**src/rtl/stopwatch_lap.sv**
```systemverilog
// Run/stop stopwatch with hour:min:sec:sub-second count and a circular lap buffer
// that can be stepped back through from the newest lap towards the oldest.
module stopwatch_lap #(
    parameter int unsigned CLK_HZ    = 100_000_000,
    parameter int unsigned TICK_HZ   = 100,
    parameter int unsigned HOUR_MAX  = 24,
    parameter int unsigned LAP_DEPTH = 4
) (
    input  logic                         clk,
    input  logic                         rst,
    input  logic                         i_runstop,
    input  logic                         i_clear,
    input  logic                         i_lap,
    input  logic                         i_recall,
    output logic [23:0]                  o_time,
    output logic [23:0]                  o_lap_time,
    output logic [$clog2(LAP_DEPTH):0]   o_lap_count,
    output logic [$clog2(LAP_DEPTH)-1:0] o_lap_idx,
    output logic                         o_lap_full,
    output logic                         o_running
);

    localparam int unsigned Div = CLK_HZ / TICK_HZ;
    localparam int unsigned PW  = (Div > 2) ? $clog2(Div) : 1;
    localparam int unsigned IW  = $clog2(LAP_DEPTH);
    localparam int unsigned CW  = IW + 1;

    localparam logic [PW-1:0] PrescLast = PW'(Div - 1);
    localparam logic [6:0]    MsecLast  = 7'(TICK_HZ - 1);
    localparam logic [4:0]    HourLast  = 5'(HOUR_MAX - 1);
    localparam logic [CW-1:0] LapMax    = CW'(LAP_DEPTH);

    typedef enum logic {StStop, StRun} state_e;

    state_e        state_q, state_d;
    logic [PW-1:0] presc_q, presc_d;
    logic [6:0]    msec_q, msec_d;
    logic [5:0]    sec_q, sec_d;
    logic [5:0]    min_q, min_d;
    logic [4:0]    hour_q, hour_d;
    logic [IW-1:0] wr_ptr_q, lap_idx_q, rd_ptr;
    logic [CW-1:0] lap_count_q;
    logic [23:0]   lap_mem [LAP_DEPTH];

    logic running, tick, do_clear, do_lap, do_recall;

    always_comb begin
        running   = (state_q == StRun);
        tick      = running && (presc_q == PrescLast);
        do_clear  = i_clear && !running;
        // Lap and clear both look at the state before any run/stop toggle.
        do_lap    = i_lap && running;
        do_recall = i_recall && (lap_count_q != '0) && !do_lap && !do_clear;
    end

    always_comb begin
        state_d = state_q;
        if (i_runstop) begin
            state_d = running ? StStop : StRun;
        end
    end

    always_ff @(posedge clk) begin
        if (rst) begin
            state_q <= StStop;
        end else begin
            state_q <= state_d;
        end
    end

    always_comb begin
        presc_d = presc_q;
        if (do_clear) begin
            presc_d = '0;
        end else if (running) begin
            presc_d = tick ? '0 : presc_q + PW'(1);
        end
    end

    always_comb begin
        msec_d = msec_q;
        sec_d  = sec_q;
        min_d  = min_q;
        hour_d = hour_q;
        if (do_clear) begin
            msec_d = '0;
            sec_d  = '0;
            min_d  = '0;
            hour_d = '0;
        end else if (tick) begin
            if (msec_q != MsecLast) begin
                msec_d = msec_q + 7'd1;
            end else begin
                msec_d = '0;
                if (sec_q != 6'd59) begin
                    sec_d = sec_q + 6'd1;
                end else begin
                    sec_d = '0;
                    if (min_q != 6'd59) begin
                        min_d = min_q + 6'd1;
                    end else begin
                        min_d  = '0;
                        hour_d = (hour_q == HourLast) ? '0 : hour_q + 5'd1;
                    end
                end
            end
        end
    end

    always_ff @(posedge clk) begin
        if (rst) begin
            presc_q     <= '0;
            msec_q      <= '0;
            sec_q       <= '0;
            min_q       <= '0;
            hour_q      <= '0;
            wr_ptr_q    <= '0;
            lap_count_q <= '0;
            lap_idx_q   <= '0;
        end else begin
            presc_q <= presc_d;
            msec_q  <= msec_d;
            sec_q   <= sec_d;
            min_q   <= min_d;
            hour_q  <= hour_d;
            if (do_clear) begin
                wr_ptr_q    <= '0;
                lap_count_q <= '0;
                lap_idx_q   <= '0;
            end else if (do_lap) begin
                wr_ptr_q  <= wr_ptr_q + IW'(1);
                lap_idx_q <= '0;
                if (lap_count_q != LapMax) begin
                    lap_count_q <= lap_count_q + CW'(1);
                end
            end else if (do_recall) begin
                if (CW'(lap_idx_q) + CW'(1) == lap_count_q) begin
                    lap_idx_q <= '0;
                end else begin
                    lap_idx_q <= lap_idx_q + IW'(1);
                end
            end
        end
    end

    // Storage is never reset: an entry is only readable once lap_count covers it.
    always_ff @(posedge clk) begin
        if (!rst && do_lap) begin
            lap_mem[wr_ptr_q] <= o_time;
        end
    end

    assign rd_ptr      = wr_ptr_q - IW'(1) - lap_idx_q;
    assign o_time      = {hour_q, min_q, sec_q, msec_q};
    assign o_lap_time  = (lap_count_q == '0) ? 24'd0 : lap_mem[rd_ptr];
    assign o_lap_count = lap_count_q;
    assign o_lap_idx   = lap_idx_q;
    assign o_lap_full  = (lap_count_q == LapMax);
    assign o_running   = running;

endmodule

```
**config.mk**
```make
export PLATFORM = sky130hd
export DESIGN_NAME = stopwatch_lap
export DESIGN_NICKNAME = d
export VERILOG_FILES = /design/src/rtl/stopwatch_lap.sv
export SDC_FILE = /design/constraint.sdc
export NUM_CORES = 1
export LEC_CHECK = 0
export CORE_UTILIZATION = 25
export DETAILED_ROUTE_END_ITERATION = 10
export MAX_ROUTING_LAYER = met4
export PLACE_DENSITY = 0.52
export SLEW_MARGIN = 40
export SYNTH_ARGS = -nofsm -noshare
export SYNTH_HDL_FRONTEND = slang
export SYNTH_SLANG_ARGS = --single-unit
```
**constraint.sdc**
```tcl
create_clock -name clk -period 3.7 [get_ports clk]
set_input_delay 1.11 -clock clk [delete_from_list [all_inputs] [get_ports clk]]
set_output_delay 1.11 -clock clk [all_outputs]
set_load 0.02 [all_outputs]
```
---- Word level (Yosys, flattened, before mapping) ----
Memory sizes are Yosys's and may differ from the RTL's.
Cells that the tools add are included.
word-level totals
  memories ................................ 1
  register bits ........................... 52
  output and inout bits ................... 55
  memory bits (writable) .................. 96
memory list
  memory   depth  width  read ports  clocked after Yosys merged registers in  wr ports  line  RTL
  lap_mem  4      24     1           0                                        1         43    logic [23:0] lap_mem [LAP_DEPTH];
operators by class
  reductions and logical operators ........ 19
  bitwise gates (word level) .............. 3
  equality and inequality tests ........... 8
  multiplexer cells ....................... 10
  add/subtract/negate cells ............... 11
operators by type and width
  kind                     number
  $mux W24                 1
  $add A20 B1 Y20 const B  1
  $eq A20 B20 Y1 const B   1
  $mux W20                 1
  $add A6 B1 Y6 const B    2
  $mux W6                  2
  $ne A6 B6 Y1 const B     2
  $add A7 B1 Y7 const B    1
  $logic_and A1 B1 Y1      7
  $mux W7                  1
  $ne A7 B7 Y1 const B     1
  $add A5 B1 Y5 const B    1
  $eq A5 B5 Y1 const B     1
  $mux W5                  1
  $add A2 B1 Y2 const B    2
  $logic_not A1 Y1         4
  $reduce_and A2 Y1        2
  $reduce_and A4 Y1        1
  $add A2 B1 Y3 const B    1
  $add A3 B1 Y3 const B    1
  $eq A3 B3 Y1             1
  $eq A3 B3 Y1 const B     1
  $logic_not A3 Y1         1
  $mux W1                  3
  9 further kinds          11

---- Longest topological paths before layout ----
  word-level depth ........................ 4
  depth in mapped cells ................... 8
  gate-level depth less buffers ........... 7

---- Worst setup path before layout ----
Ideal clock, no wire load.
  path kind ............................... reg2out
  start ................................... reg lap_idx_q[0], in the netlist o_lap_idx[0]
  end ..................................... out o_lap_time[13]
  cell stages (with the launch flop) ...... 9
  slack ................................... 21 ps
  arrival ................................. 2569 ps
  buffers on the path ..................... 2
  data required time ...................... 2590 ps
  cells stage by stage .................... dfxtp_1 inv_1 ha_1 xor2_1 xnor2_1 buf_1 buf_1 mux2i_1 o22ai_1
between the ends
  longest elaborated chain between the ends .. 3
RTL lines
  what                    line  RTL
  from (decl)             41    logic [IW-1:0] wr_ptr_q, lap_idx_q, rd_ptr;
  from (signal assigned)  140   lap_idx_q <= lap_idx_q + IW'(1);
  $sub A2 B2 Y2           153   assign rd_ptr = wr_ptr_q - IW'(1) - lap_idx_q;
  $mem_v2 Z4 W24          -
  $mux W24                155   assign o_lap_time = (lap_count_q == '0) ? 24'd0 : lap_mem[rd_ptr];
  to (decl)               16    output logic [23:0] o_lap_time,
Every way passes these cells.

---- Worst setup path in the final report ----
  start ................................... reg lap_idx_q[0], in the netlist o_lap_idx[0]
  end ..................................... out o_lap_time[10]
The elaborated chain is that of the path after synthesis.

==> flow_summary.toml <==
[status]
outcome = "finished, final reports clean"

[critical_path]
crit_path_start_kind = "flip-flop"
reg2reg_slack_ns = 1.11
critPathRequiredTime_ns = 2.59
r2r_end = "sec_q[0]"
crit_type = "reg -> out"
r2r_cells = 5
crit_start = "o_lap_idx[0]"
cp_slowest_stage_delay_ns = 0.33
cp_top_family = "buffers and inverters"
rr_startpoint = "presc_q[6]"
cp-end-kind = "output port"
timing.critical_path.slowest_stage_cell = "dlygate4sd2_1"
crit_chain = "inv_1 > ha_1 > xor2_1 > xnor2_2 > buf_12 > buf_4 > mux2i_1 > o22ai_1 > dlygate4sd2_1"
worstPathArrival_ns = 2.41
worstPathMaxFanout = 12
crit_buf_inv = 4

[synth]
synth-async-reset-ratio = 0
ys_seq_area_frac = 0.628
synthTopCellsByArea = "edfxtp_1 (46%), dfxtp_1 (17%), mux2i_1 (8.8%)"
synth_edf_count = 96
syn_nets = 512
synth_top_cell_area_share = 0.462
synth_area_um2 = 6240
yosysWarnings = 0
synthCells = 493
synth_ff_type = "edfxtp_1"
yosys.area.top_type = "edfxtp_1"
avgSynthCellArea_um2 = 12.7
ys_seq_elements = 148
synth_cell_types = 54

[sta]
slew_headroom = 0.473
slew_viol_final = 0
period_share = 0.951
whs_ns = 0.525
fmax_mhz = 284
rsz0062_at_grt = "no"
setup_violations = 0
fin_setup_tns_ns = 0
finalHoldViolCount = 0
worst_pin_slew_ns = 0.790
min_period_ns = 3.52
finalClockSkew_ns = 0.00875

[route]
ant_nets = 0
wl_per_cell_um = 15.2
avgViaCountPerCell = 4.53
drc = 0
vias = 4132
drt_iter0_drc = 278
wl_um = 13900
dr.pass1.iters = 4

[clocking]
cts.htree.levels = 4
clockBufferDepth = 2
clock_sinks = 148
cts_tree = "done"
cts_made_buffers = 17
cts_root_buf = "clkbuf_16"
path_clk_slew_ns = 0.06
insertion_delay_ns = 0.42

[global_route]
use_met2 = 0.199
grt.total_usage = 0.119
grt_pass1_vias = 4263
globalRouteMet3Util = 0.0358
use_met1 = 0.136
antenna_found_initial = 0
grt_start_max_net_pins = 25
grt_pass1_wl_um = 22900
grt_overflow = 0
top_usage_layer = "met2"

[min_path]
min_path_cells = 2
hold_class = "reg -> reg"
hold-path-endpoint = "presc_q[1]"
holdCritStartpoint = "presc_q[1]"

[floorplan]
die_y_um = 160
initial_utilization = 0.256
die_area_um2 = 25600
io_pins = 61
core_um2 = 24400
die_w_um = 160
num_rows = 57

[place]
gp_congestion = 0.752
place_area_um2 = 7310
dp_hpwl_um = 9230
numPortBuffers = 60

[layout]
stdcell_area_um2 = 8000
fillers = 2453
diodes = 0
syn2layout_area_growth_pct = 28.1
nets = 595
drive_gt1_frac = 0.114

[job]
maxCapViolations = 0

[pwr]
p_total_mw = 3.70
irDropWorstVdd_mv = 0.203
pwr_density_cell_nw_per_um2 = 463
p_leak_nw = 3.13
[cell type report]
type	instances	area [um2]	area share
Clock inverter	12	180	0.0225
Sequential cell	148	3930	0.491
Multi-Input combinational cell	314	2190	0.274
Timing Repair Buffer	86	826	0.103
Inverter	9	33.8	0.00422
Clock buffer	20	437	0.0546
Tap cell	324	405	0.0507
[kinds of logic after synthesis]
logic type / Yosys count / synth area share
compound gates: 61 / 0.0643
flops: 148 / 0.628
fa+ha+maj: 13 / 0.0261
xor+xnor: 26 / 0.0365
buf+inv: 31 / 0.0228
mux: 56 / 0.0900
simple gates: 158 / 0.132
[state kept, by name (all words and copies together) (netlist names)]
name and cells:
o_running 1, lap_mem 96, o_lap_count 3, sec_q 6, msec_q 7, presc_q 20, hour_q 5, o_lap_idx 2
wr_ptr_q 2, min_q 6
[routing by layer]
metal / wire (um) / vias to the layer above / part of all wire
met1: 6050 / 2033 / 0.44
li1: - / 2008 / -
met5: 0 / - / 0
met3: 607 / 17 / 0.044
met4: 184 / 0 / 0.013
met2: 7060 / 74 / 0.51
[cell usage in the layout, fill, tap and decap left out, drive strengths merged, types with 13 or more instances in the layout]
master / n
xor2: 15
nand3: 19
ha: 13
buf: 26
dlygate4sd2: 23
o22ai: 24
mux2i: 55
a21oi: 13
clkbuf: 20
clkdlybuf4s50: 36
edfxtp: 96
nand2: 39
dfxtp: 52
nor2: 35
[worst min-delay path, cell delays in order, from the launching register on]
cell	delay (ns)
dfxtp_1	0.34
nand2b_1	0.08
a21oi_1	0.06
[report_power, final]
part	internal (mW)	total [mW]	leakage (nW)	switching (mW)
sequential	1.75	1.76	1.34	0.00552
combinational	0.0652	0.150	1.50	0.0845
clock	1.13	1.79	0.295	0.662
[worst max-delay path by stage]
stage	depth (start not counted)	endpoint	slack [ns]
CTS	7	o_lap_time[20]	0.01
global route	9	o_lap_time[17]	0.03
detailed placement	8	o_lap_time[8]	0.18
floorplan	8	o_lap_time[13]	0.02
finish	9	o_lap_time[10]	0.18
global placement	8	o_lap_time[8]	0.23
[through the flow]
| step | cells | util | setup WS, ns |
|---|---|---|---|
| after floorplan | 493 | - | 0.0210 |
| after global routing | 913 | 0.328 | 0.0303 |
| after CTS | 909 | 0.327 | 0.0119 |
| after detailed placement | 873 | 0.300 | 0.181 |
| final | 913 | 0.328 | 0.181 |
| after global placement | 873 | 0.300 | 0.229 |
[cells in the mapped netlist (2+ instances only)]
cell type  instances
buf_1              5
or4_1              2
buf_6              2
o21a_1             2
nor2_1            35
edfxtp_1          96
dfxtp_1           52
and3_2             3
xor2_1            15
o211ai_1           4
inv_1              9
and2_1             8
a21oi_1           13
nand2b_1           7
nor3_1            11
nand4_1            7
nand2_1           39
xnor2_1           11
nand3_1           19
ha_1              13
o22ai_1           24
o21ai_0            4
and3_1             4
nand3b_1           7
clkbuf_1          12
o41ai_1            5
mux2i_1           55
and4_1             3
[repair_timing]
action	in CTS	in global routing
setup endpoints to repair	24	21
gates resized for setup	26	2
pin swaps	0	1
hold buffers	0	0
setup buffers	3	4
gates cloned	1	0
Power figures use the tool's default switching activity.
